==> src/rtl/dbf_weight_gen.sv <==
// Per-element beamforming weight generator: steering phase -> (cos, sin) via a
// 16-step rotation-mode CORDIC with quadrant folding and a pass-through channel tag.
module dbf_weight_gen #(
    parameter int unsigned ITER = 16
) (
    input  logic        clk,
    input  logic        rst,
    input  logic [15:0] phase_in,
    input  logic [3:0]  phase_in_ch,
    input  logic        phase_in_valid,
    output logic        phase_in_ready,
    output logic [15:0] ph_real,
    output logic [15:0] ph_image,
    output logic [3:0]  ph_ch,
    output logic        phase_data_valid,
    output logic [7:0]  drop_cnt
);
    localparam int unsigned PW = 16;
    localparam int unsigned CW = 20;
    localparam int unsigned TW = 4;
    localparam int unsigned DW = 8;
    localparam int unsigned IW = (ITER > 1) ? $clog2(ITER) : 1;

    localparam logic signed [PW-1:0] PI_P   = PW'(25736);
    localparam logic signed [PW-1:0] PI_H   = PW'(12868);
    localparam logic signed [CW-1:0] X0     = CW'(159188);
    localparam logic signed [CW:0]   RND    = (CW+1)'(8);
    localparam logic signed [CW:0]   SAT_HI = (CW+1)'(32767);
    localparam logic signed [CW:0]   SAT_LO = -(CW+1)'(32768);

    // round(atan(2^-i) * 2^17)
    localparam logic signed [CW-1:0] ATAN [16] = '{
        20'sd102944, 20'sd60771, 20'sd32110, 20'sd16299,
        20'sd8181,   20'sd4095,  20'sd2048,  20'sd1024,
        20'sd512,    20'sd256,   20'sd128,   20'sd64,
        20'sd32,     20'sd16,    20'sd8,     20'sd4
    };

    typedef enum logic [1:0] {
        S_IDLE = 2'd0,
        S_PRE  = 2'd1,
        S_ITER = 2'd2,
        S_POST = 2'd3
    } state_t;

    state_t                state_q, state_d;
    logic signed [PW-1:0]  phase_q, phase_d;
    logic [TW-1:0]         ch_q, ch_d;
    logic signed [CW-1:0]  x_q, x_d, y_q, y_d, z_q, z_d;
    logic                  neg_q, neg_d;
    logic [IW-1:0]         it_q, it_d;
    logic                  ready_q, ready_d;
    logic                  valid_q, valid_d;
    logic [PW-1:0]         re_q, re_d, im_q, im_d;
    logic [TW-1:0]         och_q, och_d;
    logic [DW-1:0]         drop_q, drop_d;

    logic signed [PW-1:0]  pc, fz;
    logic signed [CW-1:0]  dx, dy;
    logic signed [CW:0]    xs, ys;

    function automatic logic [PW-1:0] sat16(input logic signed [CW:0] v);
        if (v > SAT_HI)      return 16'h7FFF;
        else if (v < SAT_LO) return 16'h8000;
        else                 return v[PW-1:0];
    endfunction

    // Next-state and datapath
    always_comb begin
        state_d = state_q;
        phase_d = phase_q;
        ch_d    = ch_q;
        x_d     = x_q;
        y_d     = y_q;
        z_d     = z_q;
        neg_d   = neg_q;
        it_d    = it_q;
        ready_d = ready_q;
        valid_d = 1'b0;
        re_d    = re_q;
        im_d    = im_q;
        och_d   = och_q;
        drop_d  = drop_q;
        pc      = '0;
        fz      = '0;
        dx      = '0;
        dy      = '0;
        xs      = '0;
        ys      = '0;

        if (phase_in_valid && !ready_q && (drop_q != {DW{1'b1}})) begin
            drop_d = drop_q + DW'(1);
        end

        unique case (state_q)
            S_IDLE: begin
                if (phase_in_valid) begin
                    phase_d = $signed(phase_in);
                    ch_d    = phase_in_ch;
                    ready_d = 1'b0;
                    state_d = S_PRE;
                end
            end
            S_PRE: begin
                if (phase_q > PI_P)       pc = PI_P;
                else if (phase_q < -PI_P) pc = -PI_P;
                else                      pc = phase_q;
                // Fold outer half-planes onto [-pi/2, pi/2]; result sign is restored in POST
                if (pc > PI_H) begin
                    fz    = pc - PI_P;
                    neg_d = 1'b1;
                end else if (pc < -PI_H) begin
                    fz    = pc + PI_P;
                    neg_d = 1'b1;
                end else begin
                    fz    = pc;
                    neg_d = 1'b0;
                end
                x_d     = X0;
                y_d     = '0;
                z_d     = {fz, 4'b0000};
                it_d    = '0;
                state_d = S_ITER;
            end
            S_ITER: begin
                dx = x_q >>> it_q;
                dy = y_q >>> it_q;
                if (!z_q[CW-1]) begin
                    x_d = x_q - dy;
                    y_d = y_q + dx;
                    z_d = z_q - ATAN[it_q];
                end else begin
                    x_d = x_q + dy;
                    y_d = y_q - dx;
                    z_d = z_q + ATAN[it_q];
                end
                it_d = it_q + IW'(1);
                if (it_q == IW'(ITER - 1)) begin
                    state_d = S_POST;
                end
            end
            S_POST: begin
                xs = ($signed({x_q[CW-1], x_q}) + RND) >>> 4;
                ys = ($signed({y_q[CW-1], y_q}) + RND) >>> 4;
                if (neg_q) begin
                    xs = -xs;
                    ys = -ys;
                end
                re_d    = sat16(xs);
                im_d    = sat16(ys);
                och_d   = ch_q;
                valid_d = 1'b1;
                ready_d = 1'b1;
                state_d = S_IDLE;
            end
            default: state_d = S_IDLE;
        endcase
    end

    always_ff @(posedge clk or posedge rst) begin
        if (rst) begin
            state_q <= S_IDLE;
            phase_q <= '0;
            ch_q    <= '0;
            x_q     <= '0;
            y_q     <= '0;
            z_q     <= '0;
            neg_q   <= 1'b0;
            it_q    <= '0;
            ready_q <= 1'b1;
            valid_q <= 1'b0;
            re_q    <= '0;
            im_q    <= '0;
            och_q   <= '0;
            drop_q  <= '0;
        end else begin
            state_q <= state_d;
            phase_q <= phase_d;
            ch_q    <= ch_d;
            x_q     <= x_d;
            y_q     <= y_d;
            z_q     <= z_d;
            neg_q   <= neg_d;
            it_q    <= it_d;
            ready_q <= ready_d;
            valid_q <= valid_d;
            re_q    <= re_d;
            im_q    <= im_d;
            och_q   <= och_d;
            drop_q  <= drop_d;
        end
    end

    assign phase_in_ready   = ready_q;
    assign phase_data_valid = valid_q;
    assign ph_real          = re_q;
    assign ph_image         = im_q;
    assign ph_ch            = och_q;
    assign drop_cnt         = drop_q;

endmodule
==> config.mk <==
export PLATFORM = sky130hd
export DESIGN_NAME = dbf_weight_gen
export DESIGN_NICKNAME = d
export VERILOG_FILES = /design/src/rtl/dbf_weight_gen.sv
export SDC_FILE = /design/constraint.sdc
export NUM_CORES = 1
export LEC_CHECK = 0
export ABC_CLOCK_PERIOD_IN_PS = 5800
export CAP_MARGIN = 10
export CORE_UTILIZATION = 47
export DETAILED_ROUTE_END_ITERATION = 8
export PLACE_DENSITY_LB_ADDON = 0.2
export RECOVER_POWER = 100
export SLEW_MARGIN = 20
export SYNTH_ARGS = -nofsm -noshare
export SYNTH_HDL_FRONTEND = slang
export SYNTH_SLANG_ARGS = --single-unit
==> constraint.sdc <==
create_clock -name clk -period 5.8 [get_ports clk]
set_input_delay 1.45 -clock clk [delete_from_list [all_inputs] [get_ports clk]]
set_output_delay 1.45 -clock clk [all_outputs]
set_load 0.05 [all_outputs]
==> run summary <==
The total number of vias is 12900, and the final critical-path required period is 5.24 ns. The average detailed-routed wire length per instance was 18.4 microns; the clock transition at the registers of the reported paths was 0.07 ns. The die span in y was 174 microns. The floorplan has 62 rows. The adder and majority cell fraction of the synthesized area was 7.93%; the critical path buffer and inverter count was 0. In this run, synthesis produced a sequential element count of 133. For the wire length after detailed routing, the log shows 38800 microns.

The flow ran to the end, but the final reports show violations. The start of the worst register-to-register path is it_q[1]. The tree is rooted in a sky130_fd_sc_hd__clkbuf_16. The final reports fail on max-capacitance violations, max-slew violations.

Setup violations remaining at the end of the flow were counted as 0. The tools report the number of global-route vias before repair as 12100. The congestion estimate from routability-driven global placement came to 0.937.

Compared with the post-synthesis result, the final layout area differs by 10.7%. For this block, the initial DRC count from the detailed router was 1040. Hold path endpoint: ph_image[15]. The clock sink count was 133; the netlist area before placement was 13900 sq um.

For the number of design rule violations left after detail routing, the log shows 0. The number of cells on the worst reg-to-reg path is 21. The first TritonRoute pass finished after 6 iterations.

The count of nets left with antenna violations once routing finished came out at 0. By area, the combinational part of the netlist is dominated by compound AO/OA/AOI/OAI gates. Endpoint kind of the worst setup timing path: a flop. Ranked by total cell area, the synthesized netlist is headed by sky130_fd_sc_hd__dfrtp_1 24%, sky130_fd_sc_hd__ha_1 7.5%, sky130_fd_sc_hd__xnor2_1 6.8%. The fraction of final layout cells with drive strength greater than 1 was 8.80%. Tracing the worst setup path back leads to its startpoint at it_q[1]. TritonCTS built the clock tree. Entering global routing, the biggest net connects 103 pins. The startpoint identified for the worst hold timing path is ph_image[15]. The number of antenna violations at the first check in global routing was 0; the share of synthesized registers carrying an async set or reset was 100%.

The logs give 28900 sq um for the core area and 0.44 ns for the clock latency reported for the late side of the worst-skew pair. Of all nets on the critical path, the largest fanout is 26. The signal on the critical path passes through mux4_2 > and2_0 > a31oi_1 > nand2_1 > o21ai_0 > ha_1 > nand3_1 > nor2_1 > a21oi_1 > xnor2_1 > ha_1 > a2111o_1 > or2_2 > o22ai_1 > o211ai_1 > nand2_1 > o2111ai_1 > o211ai_1 > xnor2_1 > and3_1 > a211o_1.

The launching element type of the critical path is a flop. The logs give 48.0% for the initial core utilization and 0 for the antenna cell count. At the pin with the least slew margin, the transition time is 2.28 ns. The count of buffers added on input and output ports is 68. The number of buffers inserted by post-CTS setup repair is 0.

The H-tree generated during clock tree synthesis spans 4 levels. Across the run, the number of max-cap violations was 6. Among all flip-flop cells after synthesis, the most frequent one is sky130_fd_sc_hd__dfrtp_1.

The maximum clock rate was 0.191 GHz; the largest incremental delay on the critical path was 0.73 ns. The first global-routing pass estimated 63700 microns of wire. The cell count of the worst hold path came out at 1. Setup repair after global routing left no endpoint under its margin. In this run the deepest clock path goes through 2 buffers. In the final timing run, aggregate negative setup slack is 0 ns.

After detailed routing, the number of vias per cell comes to 6.11. After synthesis, the netlist uses 82 different library cells. STA puts the critical path data required time at 6.13 ns. Once the clock tree was built, the resizer swapped 0 gates to a different size. Mean post-synth cell area: 8.08 sq um. The arrival time of the worst setup path is 5.57 ns. The number of nets in the synthesized netlist is 1824. The share of the clock period used by the worst path works out to 90.4%.

The largest total area in the synthesized netlist belongs to sky130_fd_sc_hd__dfrtp_1. In this run, synthesis inferred 0 flip-flops with an integrated enable. After Yosys synthesis, and, or, nand and nor cells account for 18.1% of the synthesized area. The synthesis warning total is 0, and the post-layout net count is 1823.

Summing the areas of all compound-gate instances in the mapped netlist gives 23.1% of the synthesized area. The synthesized instance count is 1715, and the post-synthesis xor/xnor area fraction is 10.6%. Summed over its instances, the top area cell type makes up 23.8% of the synthesized netlist area. The run gives 24.0% as the sequential cell area fraction in the yosys report.

The floorplan step defined a die boundary enclosing 30200 sq um. In this run the count of I/O pins placed on the die edge is 69. In this run, CTS created clock tree buffers numbering 17.

The path type of the worst min-delay path was flop to flop. The tools report the final number of hold-violating endpoints as 0. The die boundary width is 174 microns, and the multiplexer fraction of the synthesized cell area is 10.7%. On the critical path, the stage with the largest delay is an instance of sky130_fd_sc_hd__dfrtp_2. Measured against its own limit, the worst slew margin works out to -52.2%. Final max-slew violation count: 251. The critical path class is flop to flop.

The setup check on the worst reg-to-reg path leaves a slack of 0.56 ns. The endpoint identified for the worst register-to-register timing path is x_q[19]. The worst setup skew after layout was 0.0103 ns. The total grt overflow was 0; the count of hold-fix buffers inserted at cts was 0.

The top cell family by delay on the critical path was compound AO/OA/AOI/OAI gates. Summed over all nets, the half-perimeter wirelength after detailed placement is 27900 microns. The run gives 26.2% as the aggregate global-route resource usage.
cell type report:
type	count	area, sq um
Fill cell	2716	13500
Multi-Input combinational cell	1388	9740
Sequential cell	133	3330
Timing Repair Buffer	98	880
Tap cell	384	480
Clock buffer	18	439
Inverter	76	289
Clock inverter	14	164
flip-flops by register name, indices dropped and copies added (netlist names), 2 cells and up:
name and flops:
ch_q 4, drop_cnt 8, it_q 4, ph_ch 4
ph_image 16, ph_real 16, phase_q 16, state_q 2
x_q 20, y_q 20, z_q 20
layer usage:
| metal | vias up | track usage [%] | wire (microns) |
|---|---|---|---|
| met5 | - | 0 | 0 |
| met4 | 0 | 10.7 | 1220 |
| met3 | 74 | 3.86 | 2030 |
| met2 | 427 | 41.7 | 17600 |
| met1 | 6176 | 35.7 | 17900 |
| li1 | 6226 | - | - |
cells by family (layout without fill, tap and decap cells):
| logic type | Yosys count | in the layout |
|---|---|---|
| simple gates | 533 | 533 |
| flops | 133 | 133 |
| compound gates | 501 | 501 |
| fa+ha+maj | 86 | 86 |
| buf+inv | 194 | 206 |
| mux | 101 | 101 |
| xor+xnor | 167 | 167 |
Yosys cell counts (all sizes together), types with 10 or more instances:
library cell	count
nor2b	16
and3	21
a211oi	12
mux2i	28
a31oi	27
clkbuf	84
xnor2	108
mux4	33
nor2	163
o31ai	12
ha	83
o21a	13
xor2	59
o211ai	18
o22ai	36
buf	34
nand4	14
nand2b	14
inv	73
nand2	151
or3	10
a22oi	11
dfrtp	132
nand3	50
nor3	35
a21oi	163
mux2	40
and2	19
o21ai	101
cell usage in the layout (no fill, tap or decap), types with 17 or more instances in the layout:
master,count
sky130_fd_sc_hd__o21ai_0,100
sky130_fd_sc_hd__buf_4,23
sky130_fd_sc_hd__dfrtp_1,129
sky130_fd_sc_hd__a31oi_1,27
sky130_fd_sc_hd__inv_1,72
sky130_fd_sc_hd__xor2_1,59
sky130_fd_sc_hd__dlygate4sd3_1,48
sky130_fd_sc_hd__xnor2_1,108
sky130_fd_sc_hd__o22ai_1,36
sky130_fd_sc_hd__nand3_1,49
sky130_fd_sc_hd__mux4_2,33
sky130_fd_sc_hd__nor3_1,35
sky130_fd_sc_hd__nand2_1,151
sky130_fd_sc_hd__ha_1,82
sky130_fd_sc_hd__o211ai_1,18
sky130_fd_sc_hd__nor2_1,163
sky130_fd_sc_hd__a21oi_1,163
sky130_fd_sc_hd__clkbuf_16,17
sky130_fd_sc_hd__mux2_2,39
sky130_fd_sc_hd__and3_1,21
sky130_fd_sc_hd__clkdlybuf4s50_1,20
sky130_fd_sc_hd__mux2i_1,28
stage by stage:
| stage | instance area, sq um | hold WS (ns) | std cells | utilization, % | setup slack (ns) |
|---|---|---|---|---|---|
| after global placement | 14800 | 0.462 | 2079 | 51.1 | 0.734 |
| after floorplan | 13900 | 0.461 | 1715 | - | 0.797 |
| after detailed placement | 14800 | 0.480 | 2079 | 51.1 | 0.632 |
| after global routing | 15300 | 0.506 | 2111 | 53.1 | 0.0336 |
| final | 15300 | 0.481 | 2111 | 53.1 | 0.557 |
| after CTS | 15400 | 0.494 | 2111 | 53.2 | 0.629 |
how the worst max path moves through the flow:
stage          cells after the start  endpoint
6_report                          21   x_q[19]
5_1_grt                           18   y_q[19]
4_1_cts                           19   y_q[18]
3_5_place_dp                      18   y_q[19]
3_3_place_gp                      19   y_q[18]
2_1_floorplan                      1   ch_q[0]
Power is left out: the tool's default activity adds up to more than one toggle a clock period on the data nets, which glitch-free logic cannot reach.
